File: src/rtl/drawbridge_sequencer.sv
// drawbridge_sequencer: warn -> raise -> hold -> lower sequencer for the bridge deck motor.
// Define TRAVEL_WATCHDOG_EN to add the travel watchdog, the limit-conflict check and the FAULT state.
module drawbridge_sequencer #(
  parameter int WARN_CYCLES = 8,
  parameter int HOLD_CYCLES = 4,
  parameter int TRAVEL_MAX  = 64
) (
  input  logic       Clock,
  input  logic       Reset,
  input  logic       BoatReq,
  input  logic       BoatClear,
  input  logic       DeckClear,
  input  logic       TopLim,
  input  logic       BotLim,
  input  logic       FaultClr,
  output logic       MotorUp,
  output logic       MotorDown,
  output logic       AL,
  output logic       TFL,
  output logic       Fault,
  output logic [2:0] State
);

  localparam int MAX_WH  = (WARN_CYCLES > HOLD_CYCLES) ? WARN_CYCLES : HOLD_CYCLES;
  localparam int MAX_ALL = (MAX_WH > TRAVEL_MAX) ? MAX_WH : TRAVEL_MAX;
  localparam int CW      = $clog2(MAX_ALL) + 1;
  localparam logic [CW-1:0] WARN_LAST = CW'(WARN_CYCLES - 1);
  localparam logic [CW-1:0] HOLD_LAST = CW'(HOLD_CYCLES - 1);
`ifdef TRAVEL_WATCHDOG_EN
  localparam logic [CW-1:0] TRAVEL_LAST = CW'(TRAVEL_MAX - 1);
`endif

  typedef enum logic [2:0] {
    FLAT     = 3'd0,
    WARN     = 3'd1,
    RAISING  = 3'd2,
    RAISED   = 3'd3,
    LOWERING = 3'd4,
    FAULT    = 3'd5
  } state_t;

  state_t        state, state_seq, state_next;
  logic [CW-1:0] cnt, cnt_seq, cnt_next, cnt_inc;
  logic          motor_up_next, motor_down_next, al_next, tfl_next, fault_next;

  assign cnt_inc = (cnt == {CW{1'b1}}) ? cnt : cnt + CW'(1);

  // Sequencing rules per state; cnt is cleared on any state change below.
  always_comb begin
    state_seq = state;
    cnt_seq   = cnt;
    case (state)
      FLAT: begin
        if (BoatReq) state_seq = WARN;
        else         state_seq = FLAT;
      end
      WARN: begin
        if (!BoatReq)              state_seq = FLAT;
        else if (!DeckClear)       cnt_seq   = {CW{1'b0}};
        else if (cnt == WARN_LAST) state_seq = RAISING;
        else                       cnt_seq   = cnt_inc;
      end
      RAISING: begin
        if (TopLim) state_seq = RAISED;
`ifdef TRAVEL_WATCHDOG_EN
        else if (MotorUp && cnt == TRAVEL_LAST) state_seq = FAULT;
        else if (MotorUp)                       cnt_seq   = cnt_inc;
`endif
        else state_seq = RAISING;
      end
      RAISED: begin
        if (BoatClear && !BoatReq) begin
          if (cnt == HOLD_LAST) state_seq = LOWERING;
          else                  cnt_seq   = cnt_inc;
        end else begin
          cnt_seq = {CW{1'b0}};
        end
      end
      LOWERING: begin
        if (BotLim)       state_seq = FLAT;
        else if (BoatReq) state_seq = RAISING;
`ifdef TRAVEL_WATCHDOG_EN
        else if (MotorDown && cnt == TRAVEL_LAST) state_seq = FAULT;
        else if (MotorDown)                       cnt_seq   = cnt_inc;
`endif
        else state_seq = LOWERING;
      end
`ifdef TRAVEL_WATCHDOG_EN
      FAULT: begin
        if (FaultClr && BotLim && !TopLim) state_seq = FLAT;
        else                               state_seq = FAULT;
      end
`endif
      default: state_seq = FLAT;
    endcase

`ifdef TRAVEL_WATCHDOG_EN
    state_next = (TopLim && BotLim) ? FAULT : state_seq;
`else
    state_next = state_seq;
`endif
    cnt_next = (state_next != state) ? {CW{1'b0}} : cnt_seq;

    // Entering RAISING from LOWERING holds MotorUp off for one dead-time cycle.
    motor_up_next   = (state_next == RAISING) && (state != LOWERING);
    motor_down_next = (state_next == LOWERING);
    al_next         = (state_next == WARN) || (state_next == RAISING) ||
                      (state_next == LOWERING) || (state_next == FAULT);
    tfl_next        = (state_next != FLAT);
    fault_next      = (state_next == FAULT);
  end

  // State, counter and registered outputs.
  always_ff @(posedge Clock) begin
    if (Reset) begin
      state     <= FLAT;
      cnt       <= {CW{1'b0}};
      MotorUp   <= 1'b0;
      MotorDown <= 1'b0;
      AL        <= 1'b0;
      TFL       <= 1'b0;
      Fault     <= 1'b0;
    end else begin
      state     <= state_next;
      cnt       <= cnt_next;
      MotorUp   <= motor_up_next;
      MotorDown <= motor_down_next;
      AL        <= al_next;
      TFL       <= tfl_next;
`ifdef TRAVEL_WATCHDOG_EN
      Fault     <= fault_next;
`else
      Fault     <= 1'b0;
`endif
    end
  end

  assign State = state;

`ifndef TRAVEL_WATCHDOG_EN
  logic unused_inputs;
  assign unused_inputs = FaultClr ^ fault_next;
`endif

endmodule
File: config.mk
export PLATFORM = sky130hd
export DESIGN_NAME = drawbridge_sequencer
export DESIGN_NICKNAME = d
export VERILOG_FILES = /design/src/rtl/drawbridge_sequencer.sv
export SDC_FILE = /design/constraint.sdc
export NUM_CORES = 1
export LEC_CHECK = 0
export ABC_AREA = 1
export CAP_MARGIN = 30
export CORE_ASPECT_RATIO = 0.75
export CORE_MARGIN = 5
export CORE_UTILIZATION = 51
export DETAILED_ROUTE_END_ITERATION = 16
export GPL_TIMING_DRIVEN = 0
export PLACE_DENSITY = 0.86
export SLEW_MARGIN = 20
export SYNTH_ARGS = -nofsm -noshare
export SYNTH_HDL_FRONTEND = slang
export SYNTH_SLANG_ARGS = --single-unit
File: constraint.sdc
create_clock -name Clock -period 1.75 [get_ports Clock]
set_input_delay 0.525 -clock Clock [delete_from_list [all_inputs] [get_ports Clock]]
set_output_delay 0.525 -clock Clock [all_outputs]
set_load 0.05 [all_outputs]
==> out/metrics.cfg <==
[run_status]
status = finished clean

[synthesis]
synth_cell_types = 26
yosys.area_share.simple = 0.5047
synth_area_um2 = 937.1
yosys.area_share.xor_xnor = 0.01869
synth_top_family_by_area = simple AND/OR/NAND/NOR gates
async_flop_share = 0
synth-adder-area-share = 0.01335
syn-mean-instance-area_um2 = 6.508
yosys_warnings = 0
muxShareOfSynthArea = 0
ys_ff_latch = 14
synth_nets = 153
synth_compound_gate_area_share = 0.07610
synthFlopType = dfxtp_1
synth_edf_count = 0
yosysSeqAreaShare = 0.2991
syn_inst = 144

[worst_setup_path]
criticalPathCategory = flop to output port
worst-path-buf-inv = 1
slowest_stage = dfxtp_1
cp.arrival_ps = 1150
reg2reg_from = cnt[1]
required_ps = 1220
endpoint = State[0]
crit_chain = clkdlybuf4s15_2
rrSetupSlack_ps = 160
crit_fanout = 6
critPathLaunchType = flop
crit_path_max_incr_delay_ps = 470
cp-startpoint = State[0]
reg2reg_depth = 10
cp.depth = 1
reg2reg_to = TFL
cp_top_family = flip-flops
end_kind = output port

[min_path]
hp-class = flop to flop

[timing]
finalMaxSlewViolations = 0
slew_headroom = 0.6600
finalClockSkew_ps = 2.088
hold_viol = 0
max_freq_mhz = 596.9
worstMarginPinSlew_ps = 512.0
setup_slack_ps = 74.69
whs_ps = 511.1
fin_tns_setup_ps = 0
setup_violations = 0
fin_crit_ps = 1675
finalCritPeriodShare = 0.9573
rsz0062_at_grt = false

[power]
powerDensity_nw_per_um2 = 564.2
power.leakage_nw = 0.5930
ir_worst_vdd_mv = 0.5909
total_power_uw = 678.5

[placement]
routabilityCongestion = 0.9341
hpwl_um = 1817
place_ws_ps = -454.9
dpl_cell_area_um2 = 1095
io_buffers = 13

[clock_network]
clkSinkCount = 14
ctsHoldBuffers = 0
root_buffer = clkbuf_4
cts_made_buffers = 3
clk_path_buf_depth = 2
htree_levels = 1
path_clk_slew_ps = 80
cts_tree = yes
clkLatencyLatePin_ps = 270

[grt]
grt_pass1_wl_um = 3774
overflow = 0
antenna_found_initial = 0
grt_usage = 0.1824
grt_pass1_vias = 877
grt_max_degree = 10

[routing]
first_iter_violations = 72
vias_per_cell = 5.527
dr.pass1.iters = 4
route.vias.total = 1039
route.detailed.drc = 0
antenna_left = 0
wire_per_inst_um = 13.06
routed_wl_um = 2455

[floorplan]
die_h_um = 47.13
die_x_um = 59.50
core_um2 = 1740
ios = 16
die_area_um2 = 2804
num_rows = 13
start_util = 0.5385

[run]
maxCapViolations = 0

[finish]
diodes = 0
area_delta_synth_final_pct = 28.30
fin_area_um2 = 1202
nets = 176
drive_gt1_frac = 0.2530

[cell usage in the layout, fill, tap and decap left out, drive strengths merged]
| master | netlist | final |
|---|---|---|
| a21oi | 6 | 6 |
| buf | 1 | 6 |
| clkbuf | 0 | 5 |
| clkdlybuf4s15 | 0 | 1 |
| clkdlybuf4s50 | 0 | 3 |
| conb | 1 | 1 |
| dfxtp | 14 | 14 |
| dlygate4sd2 | 0 | 5 |
| dlymetal6s2s | 0 | 2 |
| ha | 1 | 1 |
| inv | 19 | 19 |
| nand2 | 44 | 45 |
| nand3 | 19 | 19 |
| nand3b | 1 | 1 |
| nand4 | 3 | 3 |
| nor2 | 25 | 25 |
| nor3 | 2 | 2 |
| o211ai | 1 | 1 |
| o21ai | 4 | 4 |
| o22ai | 1 | 1 |
| xnor2 | 1 | 1 |
| xor2 | 1 | 1 |
[what timing repair did]
action,in CTS,in global routing
gates resized for setup,14,15
setup buffers,0,4
setup endpoints to repair,17,10
pin swaps,0,8
gates cloned,0,1
[per-stage QoR]
stage	utilization	instances
finish	0.6909	188
global route	0.6909	188
CTS	0.6492	183
detailed placement	0.6290	179
global placement	0.6290	179
floorplan	-	144
[cell usage after synthesis (3+ instances only)]
cell type,number,area [um2]
dfxtp_1,14,280.3
nand2_4,4,45.04
nand2_1,38,142.6
a21oi_1,5,25.02
nor2_2,4,25.02
inv_1,16,60.06
nand3_1,17,85.08
inv_2,3,11.26
nand4_1,3,18.77
o21ai_0,3,15.01
nor2_1,18,67.56
nor2_4,3,33.78
[worst min-delay path by stage]
stage / from / end / slack (ps) / cells past startpoint
floorplan: cnt[4] / cnt[4] / 470 / 2
global placement: cnt[5] / cnt[5] / 480 / 2
detailed placement: cnt[5] / cnt[5] / 500 / 2
CTS: cnt[5] / cnt[5] / 510 / 2
global route: cnt[5] / cnt[5] / 540 / 2
finish: cnt[5] / cnt[5] / 510 / 2
[routing by layer]
layer | up-vias | GRT usage | wire length (um)
met4 | 0 | 0.06637 | 10
met5 | - | 0 | 0
met3 | 2 | 0.04121 | 234
li1 | 503 | - | -
met1 | 485 | 0.2324 | 1004
met2 | 49 | 0.3072 | 1206
[tightest hold or removal path, cell delays in order (launching register included)]
cell and delay, ps:
dfxtp_1 340, nand2_1 70, a21oi_1 50
[sequential cells by signal, summed over array words and instances, names as in the netlist]
signal and count:
MotorDown 1, cnt 7, MotorUp 1, State 3, TFL 1, AL 1
[cell families (layout without fill, tap and decap cells)]
group / Yosys count / after routing
and+or+nand+nor: 94 / 95
buffers and inverters: 20 / 41
DFF: 14 / 14
AOI/OAI and AO/OA: 12 / 12
xor gates and xnor gates: 2 / 2
adders and majority gates: 1 / 1
other: 1 / 1
[layout make-up]
class | count | area [um2]
inverter | 19 | 71.32
sequential | 14 | 281.5
timing repair buffer | 17 | 150.1
tap | 22 | 27.53
buffer | 1 | 7.507
multi-input combinational | 111 | 628.1
fill | 141 | 538.0
clock buffer | 4 | 36.28
[where the power goes]
group	switching, mW	leakage [nW]	internal [mW]
logic	0.0794	0.458	0.0437
clock network	0.0974	0.0210	0.126
registers	0.00646	0.114	0.325
(Power assumes the default switching activity.)
